### src/rtl/serial_ctrl_pkg.sv
// Shared types and defaults for the serial transfer controller.
package serial_ctrl_pkg;

  typedef enum logic [1:0] {
    IDLE  = 2'd0,
    SHIFT = 2'd1,
    DONE  = 2'd2
  } state_t;

  localparam int DEFAULT_WIDTH = 8;

endpackage

### src/rtl/shift_register.sv
// Parallel-load, right-shift register; vacated MSB fills with 1 so the line idles high.
module shift_register #(
  parameter int WIDTH = 8
) (
  input  logic             clk,
  input  logic             rst_n,
  input  logic             load,
  input  logic             shift,
  input  logic [WIDTH-1:0] d,
  output logic [WIDTH-1:0] q
);

  logic [WIDTH-1:0] q_reg;
  logic [WIDTH-1:0] shifted;

  generate
    if (WIDTH == 1) begin : g_single
      assign shifted = 1'b1;
    end else begin : g_multi
      assign shifted = {1'b1, q_reg[WIDTH-1:1]};
    end
  endgenerate

  always_ff @(posedge clk) begin
    if (!rst_n) begin
      q_reg <= '1;
    end else if (load) begin
      q_reg <= d;
    end else if (shift) begin
      q_reg <= shifted;
    end
  end

  assign q = q_reg;

endmodule

### src/rtl/serial_transfer_ctrl.sv
// LSB-first serialiser: IDLE/SHIFT/DONE FSM with bit counter driving a shift register.
module serial_transfer_ctrl
  import serial_ctrl_pkg::*;
#(
  parameter int WIDTH = DEFAULT_WIDTH
) (
  input  logic             clk,
  input  logic             rst_n,
  input  logic             start,
  input  logic             abort,
  input  logic [WIDTH-1:0] data_in,
  output logic             serial_out,
  output logic             busy,
  output logic             done
);

  localparam int CNT_W = (WIDTH > 1) ? $clog2(WIDTH) : 1;
  localparam logic [CNT_W-1:0] LAST = CNT_W'(WIDTH - 1);

  state_t           state_reg, state_next;
  logic [CNT_W-1:0] cnt_reg, cnt_next;
  logic             load;
  logic             shift;
  logic [WIDTH-1:0] q;

  always_ff @(posedge clk) begin
    if (!rst_n) begin
      state_reg <= IDLE;
      cnt_reg   <= '0;
    end else begin
      state_reg <= state_next;
      cnt_reg   <= cnt_next;
    end
  end

  always_comb begin
    state_next = state_reg;
    cnt_next   = cnt_reg;
    load       = 1'b0;
    shift      = 1'b0;
    case (state_reg)
      IDLE: begin
        // start wins over a simultaneous abort here
        if (start) begin
          load       = 1'b1;
          cnt_next   = '0;
          state_next = SHIFT;
        end
      end
      SHIFT: begin
        if (abort) begin
          state_next = IDLE;
        end else begin
          shift = 1'b1;
          if (cnt_reg == LAST) begin
            cnt_next   = '0;
            state_next = DONE;
          end else begin
            cnt_next = cnt_reg + 1'b1;
          end
        end
      end
      DONE: begin
        state_next = IDLE;
      end
      default: begin
        state_next = IDLE;
      end
    endcase
  end

  shift_register #(
    .WIDTH(WIDTH)
  ) u_shift_register (
    .clk  (clk),
    .rst_n(rst_n),
    .load (load),
    .shift(shift),
    .d    (data_in),
    .q    (q)
  );

  assign serial_out = (state_reg == SHIFT) ? q[0] : 1'b1;
  assign busy       = (state_reg == SHIFT);
  assign done       = (state_reg == DONE);

endmodule

### config.mk
export PLATFORM = sky130hd
export DESIGN_NAME = serial_transfer_ctrl
export DESIGN_NICKNAME = d
export VERILOG_FILES = /design/src/rtl/serial_ctrl_pkg.sv /design/src/rtl/shift_register.sv /design/src/rtl/serial_transfer_ctrl.sv
export SDC_FILE = /design/constraint.sdc
export NUM_CORES = 1
export LEC_CHECK = 0
export CAP_MARGIN = 30
export CORE_UTILIZATION = 47
export DETAILED_ROUTE_END_ITERATION = 8
export PLACE_DENSITY = 0.75
export SLEW_MARGIN = 40
export SYNTH_ARGS = -nofsm -noshare
export SYNTH_HDL_FRONTEND = slang
export SYNTH_HIERARCHICAL = 1
export SYNTH_SLANG_ARGS = --single-unit
### constraint.sdc
create_clock -name clk -period 1.9 [get_ports clk]
set_input_delay 0.38 -clock clk [delete_from_list [all_inputs] [get_ports clk]]
set_output_delay 0.38 -clock clk [all_outputs]
set_load 0.02 [all_outputs]
======== Yosys cells after proc, flatten, opt, wreduce, memory -nomap -nowiden ========
Cells that the tools add are included.
operators by class
  add/subtract/negate cells ............... 1
  reductions and logical operators ........ 5
  multiplexer cells ....................... 15
  equal/unequal tests ..................... 6
operator list
  kind                                            number
  2-to-1 mux 8 bit                                2
  2-to-1 mux 3 bit                                3
  2-to-1 mux 2 bit                                3
  case mux 3 bit (2 select lines)                 1
  2-to-1 mux 1 bit                                5
  != test 2 bit (second input constant)           2
  case mux 2 bit (2 select lines)                 1
  nonzero test 2 bit                              2
  adder 3 x 1 -> 3 bit (second input constant)    1
  == test 3 bit (second input constant)           1
  != test 3 x 2 -> 1 bit (second input constant)  1
  AND reduction 3 bit                             1
  == test 2 x 1 -> 1 bit (second input constant)  1
  == test 2 bit (second input constant)           1
  zero test 2 bit                                 1
  AND reduction 2 bit                             1
storage, ports and cells
  bits of input ports ..................... 12
  output and inout bits ................... 3
  logic and storage cells ................. 30
  register bits ........................... 13

======== Logic depth before layout (Yosys ltp) ========
  depth after elaboration ................. 4
  mapped depth ............................ 5

======== Modules after synthesis ========
Netlist, hierarchy kept.
modules (own cells, without submodules)
  module                area an instance (um^2)  times used  cells each
  shift_register        397.9                    1           35
  serial_transfer_ctrl  279.0                    1           28

======== Worst setup path after synthesis ========
No wires, ideal clock.
  path kind ............................... flip-flop to flip-flop
  start ................................... register state_reg[0]
  end ..................................... register u_shift_register.q_reg[5] (netlist: u_shift_register/q[5])
  slack ................................... 482 ps
  required time ........................... 1782 ps
  clock period less this slack ............ 1418 ps
  arrival time ............................ 1299 ps
  cell stages (with the launch flop) ...... 6
  path through ............................ dfxtp_1 > nor2b_4 > and2b_1 > buf_4 > mux2i_1 > a2bb2oi_2
between the ends
  longest elaborated chain between the ends .. 3
ends and longest elaborated chain
  what                          RTL line                    source
  start, declared               serial_transfer_ctrl.sv:20  state_t state_reg, state_next;
  start signal, assigned        serial_transfer_ctrl.sv:31  state_reg <= state_next;
  == test 2 x 1 -> 1 bit        --
  net busy                      serial_transfer_ctrl.sv:13  output logic busy,
  2-to-1 mux 1 bit              serial_transfer_ctrl.sv:41  case (state_reg)
  net shift                     serial_transfer_ctrl.sv:23  logic shift;
  nonzero test 2 bit (no line)  --
  end signal, assigned          shift_register.sv:30        q_reg <= shifted;
  end, declared                 shift_register.sv:13        logic [WIDTH-1:0] q_reg;
The timed path passes the listed nets, and every way through them passes these cells.
A chain may end at the register's enable or synchronous reset.

======== Final worst setup path ========
  start ................................... register state_reg[0]
  end ..................................... output done
between the ends
  longest elaborated chain between the ends .. 1
ends and longest elaborated chain
  what           RTL line                    source
  == test 2 bit  serial_transfer_ctrl.sv:85  assign done = (state_reg == DONE);
  end, declared  serial_transfer_ctrl.sv:14  output logic done
No other way between the ends.

==> qor.yml <==
fp.dieH_um: 40.0
hold-path-endpoint: "cnt_reg[1]"
slowest_stage: "clkdlybuf4s50_1"
hold_viol_final: 0
fin_setup_tns_ns: 0
cts-hold-fix-buffers: 0
crit_chain: "and2b_2, clkdlybuf4s50_1"
setup_viol: 0
worst_hold_path_type: "reg2reg"
min_path_cells: 2
overflow: 0
drc: 0
ant_nets: 0
path_max_fanout: 5
ir_drop_mv: 0.350
grt_use_total_pct: 18.8
postCtsSetupBuffers: 0
synth_area_um2: 677
core-area_mm2: 0.00132
synthesis.instances: 63
vias: 515
io_buffers: 14
final_util_pct: 66.3
drive_above_1_share_pct: 25.6
max_freq_ghz: 0.557
clockRootBuffer: "clkbuf_4"
fin_skew_ns: 0.00280
worst_ep_arrival_time_ns: 1.42
switching_power_uw: 143
cts.repair.resized: 2
rr_worst_depth: 4
syn_nets: 77
io_pins: 15
ys_seq_elements: 13
area.growth.synth_to_final_pct: 29.0
r2r-start: "state_reg[0]"
dpl_worst_slack_ns: 0.149
die-area_mm2: 0.00160
switching_share_pct: 24.9
r2r_end: "u_shift_register/q[0]"
cp.required_ns: 1.52
synthDistinctLibCells: 26
worst_slack_ns: 0.104
r2r_slack_ns: 0.38
grt_max_degree: 12
slew_violations: 0
yosysWarningCount: 6
dp.final_hpwl_um: 918
place.gp.congestion: 0.702
cts_tree: "yes"
vias_per_cell: 5.31
outcome: "finished clean"
fin_crit_sh_pct: 94.5
min_from: "cnt_reg[1]"
setup.worst_path.start_class: "flip-flop"
finalCriticalPeriod_ns: 1.80
fill_cells: 117
p_int_uw: 432
seq_power_share_pct: 51.9
htree_levels: 1
start_util_pct: 51.4
clockBufferDepth: 2
clk_latency_ns: 0.27
drtIter0Drc: 5
grt_pass1_wl_um: 1980
diodes: 0
pwr-share-comb_pct: 19.4
die_w_um: 40.0
rsz0062_at_grt: "false"
critPathMaxStageDelay_ns: 0.59
path_class: "reg2out"
avgSynthCellArea_um2: 10.7
num_rows: 13
power_density_mw_per_mm2: 658
relSlewSlack_pct: 70.9
yosysSeqAreaShare_pct: 38.4
maxCapViolations: 0
cts.clk_slew.worst_paths_ns: 0.08
nNetsFinal: 97
p_leak_nw: 0.376
cts-buffers-inserted: 3
largest_reg_flops: 8
drt_wl_total_um: 1250
first_pass_iters: 3
grt_pass1_vias: 478
cts.sinks: 13
grt_antenna_before_repair: 0
detail_route.wl_per_cell_um: 12.8
clkPwrFrac_pct: 28.7
tightest_slew_ns: 0.437
endpoint_kind: "output pin"
## cell families after synthesis
group	share of synthesized area, %
AOI/OAI and AO/OA	15.2
buffers and inverters	3.88
DFF	38.4
muxes	14.8
adders and majority gates	3.70
and+or+nand+nor	24.0
## layout by cell type (no fill, tap or decap), types with 3 or more instances in the layout
master / netlist / layout
buf_4: 1 / 4
mux2i_1: 10 / 10
nand3_1: 3 / 3
clkdlybuf4s50_1: 0 / 12
a21oi_2: 6 / 6
clkbuf_4: 0 / 3
nand2_1: 4 / 4
dfxtp_1: 13 / 11
and3b_1: 6 / 6
## routing by layer
| layer | track usage [%] | share of wire, % | vias to the layer above | wire (um) |
|---|---|---|---|---|
| met4 | 5.17 | 0 | 0 | 0 |
| met2 | 32.7 | 50 | 14 | 620 |
| met1 | 22.6 | 47 | 241 | 580 |
| met3 | 5.00 | 3.5 | 0 | 44 |
| met5 | 0 | 0 | - | 0 |
| li1 | - | - | 260 | - |
## cell type report
type	count	area (um2)	area share, %
clock buffers	4	26.3	3.01
inverters	1	3.75	0.430
multi-input cells	46	390	44.7
flip-flops and latches	13	263	30.1
well taps	15	18.8	2.15
repair buffers	18	171	19.6
## worst max-delay path: cells and delay by family, from the launching register on
kind | cells | cell delay, ns
buffers and inverters | 1 | 0.59
DFF | 1 | 0.36
and+or+nand+nor | 1 | 0.21
## stage by stage
stage               hold WS [ns]  instance area (um2)  power, mW  std cells
floorplan                  0.438                  677      0.372         63
global placement           0.450                  843      0.413         93
detailed placement         0.457                  843      0.417         93
CTS                        0.467                  870      0.579         97
global route               0.491                  873      0.604         97
finish                     0.467                  873      0.574         97
## synth_stat cells, drive strengths merged
cell | number | area [um2]
a211oi | 1 | 20.0
a21oi | 6 | 52.6
a2bb2oi | 1 | 15.0
and2b | 2 | 16.3
and3 | 1 | 6.26
and3b | 6 | 52.6
buf | 2 | 18.8
clkbuf | 1 | 3.75
dfxtp | 13 | 260
ha | 2 | 25.0
inv | 1 | 3.75
mux2i | 10 | 100
nand2 | 4 | 15.0
nand2b | 1 | 6.26
nand3 | 3 | 15.0
nor2 | 2 | 10.0
nor2b | 3 | 28.8
nor3 | 1 | 5.00
nor3b | 1 | 7.51
o211a | 1 | 10.0
o21ai | 1 | 5.00
## power groups by stage
stage                     Clock, mW  Sequential [mW]  Combinational (mW)
final                         0.165            0.298               0.112
after floorplan                   0            0.301              0.0703
after CTS                     0.168            0.298               0.112
after global placement            0            0.304               0.110
after detailed placement          0            0.304               0.113
after global routing          0.184            0.300               0.121
## how the worst max path moves through the flow
stage | from | endpoint | slack (ns) | depth (start not counted)
after floorplan | state_reg[0] | u_shift_register/q[5] | 0.48 | 5
after global placement | abort | u_shift_register/q[3] | 0.17 | 4
after detailed placement | abort | u_shift_register/q[0] | 0.15 | 4
after CTS | state_reg[1] | done | 0.02 | 2
after global routing | state_reg[0] | done | 0.07 | 2
final | state_reg[0] | done | 0.10 | 2
Note: power is estimated with default switching activity, not from simulation.
